<file path="src/rtl/i2c_bus_frontend_if.sv">
// -----------------------------------------------------------------------------
// i2c_bus_frontend_if
// Bundles the raw I2C pin inputs and the conditioned outputs of
// i2c_bus_frontend.
//   slave  : view taken by i2c_bus_frontend (pins in, conditioned outputs out)
//   master : view taken by whoever drives the pins and consumes the outputs
// Signals:
//   scl_in, sda_in           raw master SCL/SDA
//   scl_f, sda_f             filtered levels
//   scl_rise, scl_fall       filtered SCL edge strobes
//   start_det, rstart_det    START while idle / while busy strobes
//   stop_det                 STOP strobe
//   bus_busy                 high from START to STOP
//   bit_cnt                  data bits captured in current byte (0..8)
//   byte_valid, byte_data    framed byte strobe and value
//   ack_valid, ack_bit       9th-bit strobe and level (0 = ACK)
//   timeout                  SCL-stuck-low strobe
// -----------------------------------------------------------------------------
interface i2c_bus_frontend_if;
    logic       scl_in;
    logic       sda_in;
    logic       scl_f;
    logic       sda_f;
    logic       scl_rise;
    logic       scl_fall;
    logic       start_det;
    logic       rstart_det;
    logic       stop_det;
    logic       bus_busy;
    logic [3:0] bit_cnt;
    logic       byte_valid;
    logic [7:0] byte_data;
    logic       ack_valid;
    logic       ack_bit;
    logic       timeout;

    modport slave (
        input  scl_in, sda_in,
        output scl_f, sda_f, scl_rise, scl_fall, start_det, rstart_det,
               stop_det, bus_busy, bit_cnt, byte_valid, byte_data,
               ack_valid, ack_bit, timeout
    );

    modport master (
        output scl_in, sda_in,
        input  scl_f, sda_f, scl_rise, scl_fall, start_det, rstart_det,
               stop_det, bus_busy, bit_cnt, byte_valid, byte_data,
               ack_valid, ack_bit, timeout
    );
endinterface

</file>
<file path="src/rtl/i2c_bus_frontend.sv">
// -----------------------------------------------------------------------------
// i2c_bus_frontend
// Conditions the raw master SCL/SDA pins for the address-translation path:
// synchronises and glitch-filters both lines, detects START / repeated START /
// STOP, and frames the serial stream into bytes plus ACK bits. The block only
// observes the bus, it never drives it.
//
// Ports:
//   clk   system clock
//   rst   asynchronous, active-high reset
//   bus   i2c_bus_frontend_if.slave (raw pins in, conditioned outputs out)
//
// Parameters:
//   SYNC_STAGES     synchroniser depth per line (>= 2)
//   FILTER_LEN      clocks a new level must persist before being accepted (1..15)
//   TIMEOUT_CYCLES  SCL-low timeout threshold (only with I2C_TIMEOUT_EN)
//
// Optional feature macro: I2C_TIMEOUT_EN
//   defined   : SCL held low while busy for TIMEOUT_CYCLES clocks pulses
//               timeout and forces the framer back to idle (no stop_det)
//   undefined : no timeout counter, timeout is constant 0
// -----------------------------------------------------------------------------
module i2c_bus_frontend #(
    parameter int SYNC_STAGES    = 2,
    parameter int FILTER_LEN     = 4,
    parameter int TIMEOUT_CYCLES = 65535
) (
    input logic                clk,
    input logic                rst,
    i2c_bus_frontend_if.slave  bus
);

    localparam logic [1:0] ST_IDLE = 2'd0;
    localparam logic [1:0] ST_DATA = 2'd1;
    localparam logic [1:0] ST_ACK  = 2'd2;

    localparam logic [3:0] FLEN_M1 = 4'(FILTER_LEN - 1);

    // Reject parameter sets the filter/synchroniser cannot implement
    if (SYNC_STAGES < 2 || FILTER_LEN < 1 || FILTER_LEN > 15 || TIMEOUT_CYCLES < 1) begin : g_param_check
        $error("i2c_bus_frontend: illegal parameter value");
    end

    // ---------------------------------------------------------------- state
    logic [SYNC_STAGES-1:0] scl_sync_q, sda_sync_q;
    logic [3:0] scl_cnt_q, scl_cnt_d, sda_cnt_q, sda_cnt_d;
    logic       scl_f_q, scl_f_d, sda_f_q, sda_f_d;
    logic       scl_dly_q, sda_dly_q;

    logic [1:0] state_q, state_d;
    logic [3:0] bit_cnt_q, bit_cnt_d;
    logic [7:0] shift_q, shift_d;
    logic [7:0] byte_data_q, byte_data_d;
    logic       ack_bit_q, ack_bit_d;
    logic       busy_q, busy_d;

    logic       scl_rise_q, scl_fall_q, start_det_q, rstart_det_q, stop_det_q;
    logic       byte_valid_q, byte_valid_d, ack_valid_q, ack_valid_d, timeout_q;

    logic       scl_rise_s, scl_fall_s, scl_high_s, start_s, stop_s, timeout_s;

    // Synchroniser chains, reset to the idle-high bus level
    always_ff @(posedge clk or posedge rst) begin
        if (rst) begin
            scl_sync_q <= '1;
            sda_sync_q <= '1;
        end else begin
            scl_sync_q <= {scl_sync_q[SYNC_STAGES-2:0], bus.scl_in};
            sda_sync_q <= {sda_sync_q[SYNC_STAGES-2:0], bus.sda_in};
        end
    end

    // Persistence filters: a differing level must be seen FILTER_LEN clocks in a row
    always_comb begin
        scl_f_d   = scl_f_q;
        scl_cnt_d = 4'd0;
        if (scl_sync_q[SYNC_STAGES-1] != scl_f_q) begin
            if (scl_cnt_q == FLEN_M1) begin
                scl_f_d   = scl_sync_q[SYNC_STAGES-1];
                scl_cnt_d = 4'd0;
            end else begin
                scl_cnt_d = scl_cnt_q + 4'd1;
            end
        end else begin
            scl_cnt_d = 4'd0;
        end

        sda_f_d   = sda_f_q;
        sda_cnt_d = 4'd0;
        if (sda_sync_q[SYNC_STAGES-1] != sda_f_q) begin
            if (sda_cnt_q == FLEN_M1) begin
                sda_f_d   = sda_sync_q[SYNC_STAGES-1];
                sda_cnt_d = 4'd0;
            end else begin
                sda_cnt_d = sda_cnt_q + 4'd1;
            end
        end else begin
            sda_cnt_d = 4'd0;
        end
    end

    // Filtered levels, their one-cycle delayed copies and filter counters
    always_ff @(posedge clk or posedge rst) begin
        if (rst) begin
            scl_f_q   <= 1'b1;
            sda_f_q   <= 1'b1;
            scl_dly_q <= 1'b1;
            sda_dly_q <= 1'b1;
            scl_cnt_q <= 4'd0;
            sda_cnt_q <= 4'd0;
        end else begin
            scl_f_q   <= scl_f_d;
            sda_f_q   <= sda_f_d;
            scl_dly_q <= scl_f_q;
            sda_dly_q <= sda_f_q;
            scl_cnt_q <= scl_cnt_d;
            sda_cnt_q <= sda_cnt_d;
        end
    end

    // Conditions need SCL stable high across the SDA edge; a simultaneous
    // SCL edge therefore never qualifies as START/STOP.
    assign scl_rise_s = scl_f_q & ~scl_dly_q;
    assign scl_fall_s = ~scl_f_q & scl_dly_q;
    assign scl_high_s = scl_f_q & scl_dly_q;
    assign start_s    = scl_high_s & ~sda_f_q & sda_dly_q;
    assign stop_s     = scl_high_s & sda_f_q & ~sda_dly_q;

`ifdef I2C_TIMEOUT_EN
    localparam int TO_W = $clog2(TIMEOUT_CYCLES + 1);
    localparam logic [TO_W-1:0] TO_LAST = TO_W'(TIMEOUT_CYCLES - 1);

    logic [TO_W-1:0] to_cnt_q, to_cnt_d;

    // SCL-low watchdog: counts only while a transfer is in progress
    always_comb begin
        to_cnt_d  = '0;
        timeout_s = 1'b0;
        if (busy_q && !scl_f_q) begin
            if (to_cnt_q == TO_LAST) begin
                timeout_s = 1'b1;
                to_cnt_d  = '0;
            end else begin
                to_cnt_d = to_cnt_q + TO_W'(1);
            end
        end else begin
            to_cnt_d = '0;
        end
    end

    // Watchdog counter register
    always_ff @(posedge clk or posedge rst) begin
        if (rst) begin
            to_cnt_q <= '0;
        end else begin
            to_cnt_q <= to_cnt_d;
        end
    end
`else
    assign timeout_s = 1'b0;
`endif

    // Framing FSM; bus-level events take priority over bit clocking
    always_comb begin
        state_d      = state_q;
        bit_cnt_d    = bit_cnt_q;
        shift_d      = shift_q;
        byte_data_d  = byte_data_q;
        ack_bit_d    = ack_bit_q;
        busy_d       = busy_q;
        byte_valid_d = 1'b0;
        ack_valid_d  = 1'b0;

        if (timeout_s) begin
            state_d   = ST_IDLE;
            bit_cnt_d = 4'd0;
            busy_d    = 1'b0;
        end else if (stop_s) begin
            state_d   = ST_IDLE;
            bit_cnt_d = 4'd0;
            busy_d    = 1'b0;
        end else if (start_s) begin
            state_d   = ST_DATA;
            bit_cnt_d = 4'd0;
            busy_d    = 1'b1;
        end else if (scl_rise_s) begin
            case (state_q)
                ST_DATA: begin
                    shift_d = {shift_q[6:0], sda_f_q};
                    if (bit_cnt_q == 4'd7) begin
                        byte_data_d  = {shift_q[6:0], sda_f_q};
                        byte_valid_d = 1'b1;
                        bit_cnt_d    = 4'd8;
                        state_d      = ST_ACK;
                    end else begin
                        bit_cnt_d = bit_cnt_q + 4'd1;
                    end
                end
                ST_ACK: begin
                    ack_bit_d   = sda_f_q;
                    ack_valid_d = 1'b1;
                    bit_cnt_d   = 4'd0;
                    state_d     = ST_DATA;
                end
                ST_IDLE: begin
                    state_d = ST_IDLE;
                end
                default: begin
                    state_d   = ST_IDLE;
                    bit_cnt_d = 4'd0;
                end
            endcase
        end else begin
            state_d = state_q;
        end
    end

    // FSM, framing data and registered one-cycle strobes
    always_ff @(posedge clk or posedge rst) begin
        if (rst) begin
            state_q      <= ST_IDLE;
            bit_cnt_q    <= 4'd0;
            shift_q      <= 8'd0;
            byte_data_q  <= 8'd0;
            ack_bit_q    <= 1'b0;
            busy_q       <= 1'b0;
            scl_rise_q   <= 1'b0;
            scl_fall_q   <= 1'b0;
            start_det_q  <= 1'b0;
            rstart_det_q <= 1'b0;
            stop_det_q   <= 1'b0;
            byte_valid_q <= 1'b0;
            ack_valid_q  <= 1'b0;
            timeout_q    <= 1'b0;
        end else begin
            state_q      <= state_d;
            bit_cnt_q    <= bit_cnt_d;
            shift_q      <= shift_d;
            byte_data_q  <= byte_data_d;
            ack_bit_q    <= ack_bit_d;
            busy_q       <= busy_d;
            scl_rise_q   <= scl_rise_s;
            scl_fall_q   <= scl_fall_s;
            start_det_q  <= start_s & ~busy_q;
            rstart_det_q <= start_s & busy_q;
            stop_det_q   <= stop_s;
            byte_valid_q <= byte_valid_d;
            ack_valid_q  <= ack_valid_d;
            timeout_q    <= timeout_s;
        end
    end

    assign bus.scl_f      = scl_f_q;
    assign bus.sda_f      = sda_f_q;
    assign bus.scl_rise   = scl_rise_q;
    assign bus.scl_fall   = scl_fall_q;
    assign bus.start_det  = start_det_q;
    assign bus.rstart_det = rstart_det_q;
    assign bus.stop_det   = stop_det_q;
    assign bus.bus_busy   = busy_q;
    assign bus.bit_cnt    = bit_cnt_q;
    assign bus.byte_valid = byte_valid_q;
    assign bus.byte_data  = byte_data_q;
    assign bus.ack_valid  = ack_valid_q;
    assign bus.ack_bit    = ack_bit_q;
    assign bus.timeout    = timeout_q;

endmodule

</file>
<file path="src/flat_wrapper.sv">
// flat-port wrapper written by rule: the top's interface ports become plain ports
module i2c_bus_frontend_flat 
#(
    parameter int SYNC_STAGES    = 2,
    parameter int FILTER_LEN     = 4,
    parameter int TIMEOUT_CYCLES = 65535
)
  (clk, rst, bus_scl_in, bus_sda_in, bus_scl_f, bus_sda_f, bus_scl_rise, bus_scl_fall, bus_start_det, bus_rstart_det, bus_stop_det, bus_bus_busy, bus_bit_cnt, bus_byte_valid, bus_byte_data, bus_ack_valid, bus_ack_bit, bus_timeout);
  i2c_bus_frontend_if bus_i ();
  input logic clk;
  input logic rst;
  input wire logic [$bits(bus_i.scl_in)-1:0] bus_scl_in;
  input wire logic [$bits(bus_i.sda_in)-1:0] bus_sda_in;
  output wire logic [$bits(bus_i.scl_f)-1:0] bus_scl_f;
  output wire logic [$bits(bus_i.sda_f)-1:0] bus_sda_f;
  output wire logic [$bits(bus_i.scl_rise)-1:0] bus_scl_rise;
  output wire logic [$bits(bus_i.scl_fall)-1:0] bus_scl_fall;
  output wire logic [$bits(bus_i.start_det)-1:0] bus_start_det;
  output wire logic [$bits(bus_i.rstart_det)-1:0] bus_rstart_det;
  output wire logic [$bits(bus_i.stop_det)-1:0] bus_stop_det;
  output wire logic [$bits(bus_i.bus_busy)-1:0] bus_bus_busy;
  output wire logic [$bits(bus_i.bit_cnt)-1:0] bus_bit_cnt;
  output wire logic [$bits(bus_i.byte_valid)-1:0] bus_byte_valid;
  output wire logic [$bits(bus_i.byte_data)-1:0] bus_byte_data;
  output wire logic [$bits(bus_i.ack_valid)-1:0] bus_ack_valid;
  output wire logic [$bits(bus_i.ack_bit)-1:0] bus_ack_bit;
  output wire logic [$bits(bus_i.timeout)-1:0] bus_timeout;
  assign bus_i.scl_in = bus_scl_in;
  assign bus_i.sda_in = bus_sda_in;
  assign bus_scl_f = bus_i.scl_f;
  assign bus_sda_f = bus_i.sda_f;
  assign bus_scl_rise = bus_i.scl_rise;
  assign bus_scl_fall = bus_i.scl_fall;
  assign bus_start_det = bus_i.start_det;
  assign bus_rstart_det = bus_i.rstart_det;
  assign bus_stop_det = bus_i.stop_det;
  assign bus_bus_busy = bus_i.bus_busy;
  assign bus_bit_cnt = bus_i.bit_cnt;
  assign bus_byte_valid = bus_i.byte_valid;
  assign bus_byte_data = bus_i.byte_data;
  assign bus_ack_valid = bus_i.ack_valid;
  assign bus_ack_bit = bus_i.ack_bit;
  assign bus_timeout = bus_i.timeout;
  i2c_bus_frontend #(.SYNC_STAGES(SYNC_STAGES), .FILTER_LEN(FILTER_LEN), .TIMEOUT_CYCLES(TIMEOUT_CYCLES)) u_core (.clk(clk), .rst(rst), .bus(bus_i));
endmodule
</file>
<file path="config.mk">
export PLATFORM = sky130hd
export DESIGN_NAME = i2c_bus_frontend_flat
export DESIGN_NICKNAME = d
export VERILOG_FILES = /design/src/rtl/i2c_bus_frontend_if.sv /design/src/rtl/i2c_bus_frontend.sv /design/src/flat_wrapper.sv
export SDC_FILE = /design/constraint.sdc
export NUM_CORES = 1
export LEC_CHECK = 0
export CORE_MARGIN = 4
export CORE_UTILIZATION = 57
export DETAILED_ROUTE_END_ITERATION = 10
export PLACE_DENSITY_LB_ADDON = 0.1
export SYNTH_ARGS = -nofsm -noshare
export SYNTH_HDL_FRONTEND = slang
export SYNTH_SLANG_ARGS = --single-unit
</file>
<file path="constraint.sdc">
create_clock -name clk -period 4.3 [get_ports clk]
set_clock_uncertainty 0.05 [all_clocks]
set_input_delay 0.86 -clock clk [delete_from_list [all_inputs] [get_ports clk]]
set_output_delay 0.86 -clock clk [all_outputs]
set_load 0.02 [all_outputs]
</file>
==> results of run 1 <==
## power groups by stage
stage	Clock (mW)	Combinational, mW	Sequential (mW)
after global placement	0	0.511	0.707
final	0.206	0.518	0.708
after detailed placement	0	0.524	0.715
after global routing	0.239	0.564	0.735
after CTS	0.218	0.526	0.708
after floorplan	0	0.305	0.740
## path summary, 6_finish.rpt
path	slack, ns	startpoint	to	cells after the start
setup / recovery	1.71	u_core.bus.sda_f	bus_sda_f	1
hold / removal	0.30	u_core.scl_sync_q[0]	u_core.scl_sync_q[1]	0
setup reg to reg	2.14	u_core.bus.scl_f	u_core.bus.byte_data[1]	3
hold reg to reg	0.30	u_core.scl_sync_q[0]	u_core.scl_sync_q[1]	0
max in group asynchronous	2.94	rst	u_core.sda_sync_q[0]	3
min in group asynchronous	0.88	rst	u_core.sda_cnt_q[2]	3
## cells by family (layout without fill, tap and decap cells)
logic type / count (synthesis) / in the layout
flip-flops: 46 / 46
AND/OR/NAND/NOR: 34 / 34
multiplexers: 19 / 19
AO/OA/AOI/OAI: 17 / 17
buffers and inverters: 14 / 43
XOR/XNOR: 5 / 5
adder cells (fa/ha/maj): 3 / 3
other: 1 / 1
## cell type report
cell class / instances / share of cell area, %
multi-input combinational: 79 / 29.1
timing repair buffer: 27 / 12.1
clock buffer: 7 / 2.48
tap: 44 / 2.48
sequential: 46 / 52.3
clock inverter: 1 / 0.225
inverter: 8 / 1.35
## per-stage QoR
step | utilization [%] | std cells | setup WS [ns]
2_1_floorplan | - | 139 | 2.32
3_3_place_gp | 69.6 | 204 | 2.11
3_5_place_dp | 69.6 | 204 | 2.10
4_1_cts | 71.5 | 212 | 1.68
5_1_grt | 71.5 | 212 | 1.63
6_report | 71.5 | 212 | 1.71
## routing by layer
layer / up-vias / wire, um / track usage, %
li1: 535 / - / -
met1: 551 / 1360 / 20.2
met2: 20 / 1430 / 26.8
met3: 7 / 148 / 6.50
met4: 0 / 67 / 7.77
met5: - / 0 / 0
## cell usage in the layout, fill, tap and decap left out, types with 2 or more instances in the layout
master,count
dfrtp_1,38
clkdlybuf4s50_1,26
mux2_2,11
mux2_4,8
dfstp_2,8
inv_1,7
o21ai_0,6
nand3_1,5
clkbuf_4,5
nand2_1,4
nor2_1,4
nor2b_1,4
nor3b_1,4
xnor2_1,3
a21oi_1,3
ha_1,3
o211ai_1,2
nor3_1,2
nand3b_1,2
nor4_1,2
xor2_1,2
a31oi_1,2
## registers in the layout, summed over array words and instances (netlist names)
name                   flops
u_core.bus.byte_data       8
u_core.shift_q             7
u_core.bus.bit_cnt         4
u_core.scl_cnt_q           4
u_core.sda_cnt_q           4
u_core.scl_sync_q          2
u_core.sda_sync_q          2
u_core.state_q             2
u_core.bus.ack_bit         1
u_core.bus.ack_valid       1
u_core.bus.bus_busy        1
u_core.bus.byte_valid      1
u_core.bus.rstart_det      1
u_core.bus.scl_f           1
u_core.bus.scl_fall        1
u_core.bus.scl_rise        1
u_core.bus.sda_f           1
u_core.bus.start_det       1
u_core.bus.stop_det        1
u_core.scl_dly_q           1
u_core.sda_dly_q           1
==> impl_summary.md, run 1 <==
Global routing
The overall track demand over capacity in global routing is 16.9%. For this run the aggregate overflow at the end of global routing stands at 0. The global-route wire length before repair is 5320 um. The number of global-route vias before repair is 1164.

The maximum number of pins on one net before global-route repair is 47. The initial antenna violation count came to 0.

Logic synthesis
After synthesis, flip-flops and latches occupy 61.9% of the total area. The synthesized netlist devotes 5.47% of its cell area to compound gates. By area, the combinational part of the netlist is dominated by multiplexers. The portion of synthesized area spent on multiplexers is 13.0%.

Summing the areas of all xor and xnor instances in the mapped netlist gives 2.33% of the synthesized area. Synthesis inferred 46 register bits. When the netlist entered floorplanning its net count stood at 146. Yosys instantiated no cell more often than dfrtp_1. The mean area per synthesized cell is 13.5 um^2. The area of the mapped netlist is 1880 um^2. Sorting the synthesized cells by area gives the leading types as dfrtp_1 51%, dfstp_2 11%, mux2_2 6.6%. The share of the synthesized area in the top cell type is 50.7%. After synthesis, the netlist uses 36 different library cells. Summing the areas of all and, or, nand and nor instances in the mapped netlist gives 11.4% of the synthesized area. The synthesized netlist cell count is 139. The Yosys step of the flow raised 0 warnings.

After synthesis, the most frequently instantiated cells are 38 x dfrtp_1, 11 x mux2_2, 8 x dfstp_2, 8 x inv_1, 8 x mux2_4. The synthesized-area fraction occupied by adder cells is 2.00%. Yosys mapped a number of flops with a built-in enable equal to 0.

Of all flip-flops after synthesis, the portion carrying an async set or reset was 100%. The commonest register cell after synthesis is dfrtp_1. The cell taking the most area after synthesis is dfrtp_1.

Floorplanning
The floorplan step set the die height to 65.4 um. The initial standard-cell utilization of the core is 60.5%. The core region is 3100 um^2. During I/O placement, the number of pins put on the boundary was 28.

The floorplan step defined a die boundary enclosing 4270 um^2. The initialized floorplan defines 20 standard-cell rows. From left edge to right edge, the die measures 65.4 um.

CTS
The number of buffers between clock root and the deepest sink is 2. The clock-pin slew reported for the worst setup and hold paths after clock tree synthesis is 0.12 ns. CTS saw 46 sinks. The number of buffers inserted for hold repair after clock tree synthesis is 0. The H-tree was split into 2 levels. The number of buffers inserted during clock tree synthesis is 5.

The clock tree from TritonCTS is yes. For the worst-skew pair, the clock arrives at the later sink with an insertion delay of 0.36 ns. The number of buffers inserted to repair setup after CTS is 0. The tree is rooted in a clkbuf_4. The post-cts gate resize count is 0.

Critical path
STA puts the critical path data required time at 3.39 ns. The start-to-end type of the worst setup path is flip-flop to output pin. The slowest stage of the critical path belongs to the cell dfstp_2. STA classifies the critical path endpoint as an output pin. The launching element type of the critical path is a flip-flop. The buffering stage count on the worst path with inverters included is 1. Walking the worst path, the cells encountered are clkdlybuf4s50_1. The data arrival at the endpoint of the critical path is 1.68 ns. The largest driver fanout on the critical path is 13. The biggest cell delay along the critical path is 0.68 ns. Grouping stages by cell kind, the critical path spends the most delay in flip-flops.

Place
Summing all placed instances gives a cell area of 2160 um^2. The number of port buffers is 26. The detailed placer's ending HPWL is 2080 um. The final weighted congestion of routability-driven global placement is 0.742.

Detailed routing
After detailed routing, the average wire length per cell comes to 14.2 um. The post-detailed-route DRC marker count is 0. The final layout contains routed wiring with a total length of 3010 um. The remaining number of nets flagged by the antenna check after routing is 0. The detailed-routing iteration count for the pre-antenna-repair pass is 4.

Summing over every cut layer, the via total after detailed routing is 1113. After detailed routing, the number of vias per cell comes to 5.25. The first routing iteration left 28 violations.

Power
Across the VDD grid, the largest voltage drop is 0.340 mV. Summed over all cells, the static leakage comes to 0.993 nW. In this run, the clock network consumes 14.4% of the power.

The design draws 1.43 mW. In this run the power density over the cells is 645 nW/um^2. Combinational cells account for 36.2% of the total power.

Cell internal power was estimated by the tool at 0.930 mW. Of the total power, the share spent switching nets is 35.0%. The sequential fraction of design power is 49.4%. The switching power of the nets is 0.501 mW.

Timing
Setup repair after global routing left no endpoint under its margin. The slew of the pin with the lowest slew margin is 0.578 ns. The number of hold violations in the final report is 0. The clock period minus worst slack is 2.59 ns. The setup violation total in the final timing report is 0.

The share of the clock period used by the worst path after layout is 60.2%. The worst pin sits at a relative slew slack of 61.4%. Adding up every negative setup slack in the final design gives 0 ns. The minimum hold slack is 0.298 ns.

Timing would allow up to 386 MHz. The final-report max-slew violation count is 0.

Finish
The fill cell instance count of the final layout is 235. The final-stage net count is 174. Summing all multi-input logic gate instances after layout gives 646 um^2. The relative area change from synthesis to final layout is 18.3%. Across the whole layout, storage elements account for 1160 um^2.

Of the cells placed in the final design, the portion with a size suffix greater than 1 is 22.0%. Summing all non-filler instances in the final layout gives an area of 2220 um^2. 0 antenna diodes ended up in the layout.

Worst hold path
The worst min-delay path category is flip-flop to flip-flop.

Flow run
Max-cap violations in this run came to 0.

Run status
The flow ran to the end, and the final reports show no timing, DRC or antenna violations.
(Power assumes the default switching activity.)
==> inputs of run 2 (changes only) <==
--- a/config.mk
+++ b/config.mk
@@ -6,7 +6,7 @@
 export NUM_CORES = 1
 export LEC_CHECK = 0
 export CORE_MARGIN = 4
-export CORE_UTILIZATION = 57
+export CORE_UTILIZATION = 47
 export DETAILED_ROUTE_END_ITERATION = 10
 export PLACE_DENSITY_LB_ADDON = 0.1
 export SYNTH_ARGS = -nofsm -noshare
==> constraint.sdc (replaced) <==
create_clock -name clk -period 2.3 [get_ports clk]
set_clock_uncertainty 0.05 [all_clocks]
set_input_delay 0.46 -clock clk [delete_from_list [all_inputs] [get_ports clk]]
set_output_delay 0.46 -clock clk [all_outputs]
set_load 0.02 [all_outputs]
==> run 2 against run 1 <==
  * First-iteration DRC count grew 54%
  * Cell area grew 4.0%
  * Worst setup slack lost 1.5 ns
  * Cell count grew 2.8%
  * Critical path type unchanged
  * Clock power grew to 2.9 times the previous value
  * Critical path depth is the same
  * Sequential share of layout area shrank 2.0 points
  * Utilization shrank 10 points
  * Global-route usage shrank 2.7 points
  * Via count shrank 0.27%
  * Flip-flop and latch count is the same
  * Count of clock-buffer cells in the layout is the same
==> impl_summary.md, run 2 (synthesis gave the netlist of run 1 again) <==
Finish
The final cell count without fillers is 218. The repair_antennas step left the layout with diodes totalling 0. The final-stage net count is 176. The number of flip-flops in the largest register is 8. Once layout is done, the placed cells without fillers occupy 2310 um^2. The relative area change from synthesis to final layout is 23.0%. In the layout the commonest cells are 38 x dfrtp_1, 26 x clkdlybuf4s50_1, 11 x mux2_2. The layout has 289 filler cells. The commonest non-fill, non-tap cell in the layout is dfrtp_1. The area taken by multi-input logic gates is 646 um^2. The share of post-route cells with drive strength above 1 is 22.9%.

Cells fill 61.2% of the core in the end. Registers take 1160 um^2.

Global routing
The initial antenna violation count came to 0. The global routing met1 resource utilization is 18.6%. The maximum number of pins on one net before global-route repair is 40. After global routing, the most crowded layer is met2. In the global route stage, overall resource usage came out at 14.2%. The remaining global-route overflow is 0. The met2 track demand over resource in global routing is 21.2%. Global routing consumed, on the met3 layer, 5.54% of the routing resources.

The first global-routing pass estimated 5430 um of wire. The number of global-route vias before repair came to 1111.

Timing
The maximum frequency from static timing analysis is 476 MHz. Of the available clock period, the critical path in the final layout requires 91.3%. The worst path meets setup with 0.200 ns of slack.

The minimum hold slack is 0.306 ns. The setup violation total in the final timing report is 0. The final-report max-slew violation count was 0. The number of hold violations in the final report is 0. Setup repair after global routing left no endpoint under its margin. After routing, the total negative slack on setup checks comes to 0 ns. The clock period minus worst slack is 2.10 ns.

Run status
The flow ran to the end, and the final reports show no timing, DRC or antenna violations.

Critical path
The launching element type of the critical path is a flip-flop. In this run the critical register-to-register path is captured at u_core.bus.byte_data[5]. STA puts the critical path data arrival time at 1.59 ns.

The worst setup path is of the flip-flop to output pin kind. The required time of the critical path is 1.79 ns. The biggest cell delay along the critical path is 0.65 ns.

For the worst flop-to-flop path, the logic depth is 4. The worst reg2reg path startpoint is u_core.bus.scl_f. The worst setup path is captured at an output pin. The critical path goes through clkdlybuf4s50_1. For flop-to-flop paths, the worst setup slack is 0.35 ns. Along the worst path, the maximum fanout reaches 12.

Among cell families on the critical path, the largest total delay comes from flip-flops. The number of buffers and inverters on the critical path is 1. On the critical path, the stage with the largest delay is an instance of dfstp_2.

Place
After detailed placement, the design holds a cell count of 210. The setup slack after placement is 0.362 ns. The final weighted congestion of routability-driven global placement is 0.715.

After legalization and detailed placement, the total HPWL measured 2270 um. Buffers placed on the I/O ports in this run total 26. After detailed placement, the total cell area comes to 2190 um^2.

Detailed routing
After detailed routing, the number of remaining DRC violations is 0. The first detailed-routing pass ran for 3 iterations. The violation count after the first detailed-routing iteration is 43. After detailed routing, the average wire length per cell comes to 14.6 um.

The remaining number of nets flagged by the antenna check after routing is 0. After detailed routing, the number of vias per cell comes to 5.09. The post-detailed-routing wire length is 3190 um. The routed layout has 1110 vias.

Power
The power per cell area is 1270 nW/um^2. The analysis attributes to cell leakage a power of 1.03 nW. The worst-case IR drop observed on VDD is 0.637 mV.

The total power consumption of the routed design is 2.93 mW.

Floorplanning
The overall die height is 71.2 um. The floorplan has 22 rows. The die width is 71.2 um. The total die area is 5070 um^2. The core area is 3770 um^2. For this configuration, the core starts out at a cell density of 49.8%.

Pin placement for this block handled 28 I/O pins.

Worst hold path
The path class of the tightest hold or removal check is flip-flop to flip-flop. The hold-critical path endpoint is u_core.scl_sync_q[1]. The count of cells along the worst hold path is 0.

The hold path startpoint is u_core.scl_sync_q[0].

CTS
TritonCTS built the clock tree. The clock net sink count is 46. After clock tree synthesis, the setup repair step added 0 buffers.

The post-cts gate resize count is 0. The cell chosen for the clock root is clkbuf_8. Buffers inserted to repair hold after CTS numbered 0. For the worst-skew pair, the clock arrives at the later sink with an insertion delay of 0.29 ns. The clock-pin slew reported for the worst setup and hold paths after clock tree synthesis is 0.08 ns. Buffers inserted during clock tree synthesis total 5.

The number of buffers between clock root and the deepest sink is 2. The H-tree depth is 2.

Flow run
The tool flagged a number of max-cap violations equal to 0.
## run 2: cell count changes in the layout (fill, tap and decap cells not counted), sizes merged
cell    previous run  this run
buf                1         3
bufinv             0         1
clkinv             2         1
## run 2: area by class of cell
| cell class | count | area share, % |
|---|---|---|
| inverter | 8 | 1.30 |
| clock inverter | 1 | 1.30 |
| timing repair buffer | 29 | 12.8 |
| sequential | 46 | 50.3 |
| clock buffer | 7 | 3.74 |
| tap | 48 | 2.60 |
| multi-input combinational | 79 | 28.0 |
## run 2: per-layer routing
layer	part of all wire [%]	wire (um)
met4	1.7	53
met5	0	0
met2	49	1570
met3	3.8	122
met1	45	1440
## run 2: worst max-delay path by stage
stage                     start                 endpoint  slack [ns]  depth (start not counted)
4_1_cts        u_core.bus.scl_f                bus_scl_f        0.18                          1
3_5_place_dp   u_core.bus.scl_f  u_core.bus.byte_data[1]        0.36                          4
3_3_place_gp   u_core.bus.scl_f  u_core.bus.byte_data[3]        0.40                          4
5_1_grt        u_core.bus.scl_f                bus_scl_f        0.15                          1
6_report       u_core.bus.scl_f                bus_scl_f        0.20                          1
2_1_floorplan  u_core.bus.scl_f  u_core.bus.byte_data[0]        0.48                          5
## run 2: power breakdown
group / switching [mW] / leakage, nW / internal [mW] / total [mW]
clock network: 0.253 / 0.0585 / 0.354 / 0.607
logic: 0.489 / 0.388 / 0.534 / 1.02
registers: 0.226 / 0.585 / 1.07 / 1.30
## run 2: worst register-to-register path, cell delays in order, from the launching register on
cell,delay (ns)
dfstp_2,0.65
and4bb_4,0.39
and4b_1,0.21
buf_4,0.22
mux2_4,0.32
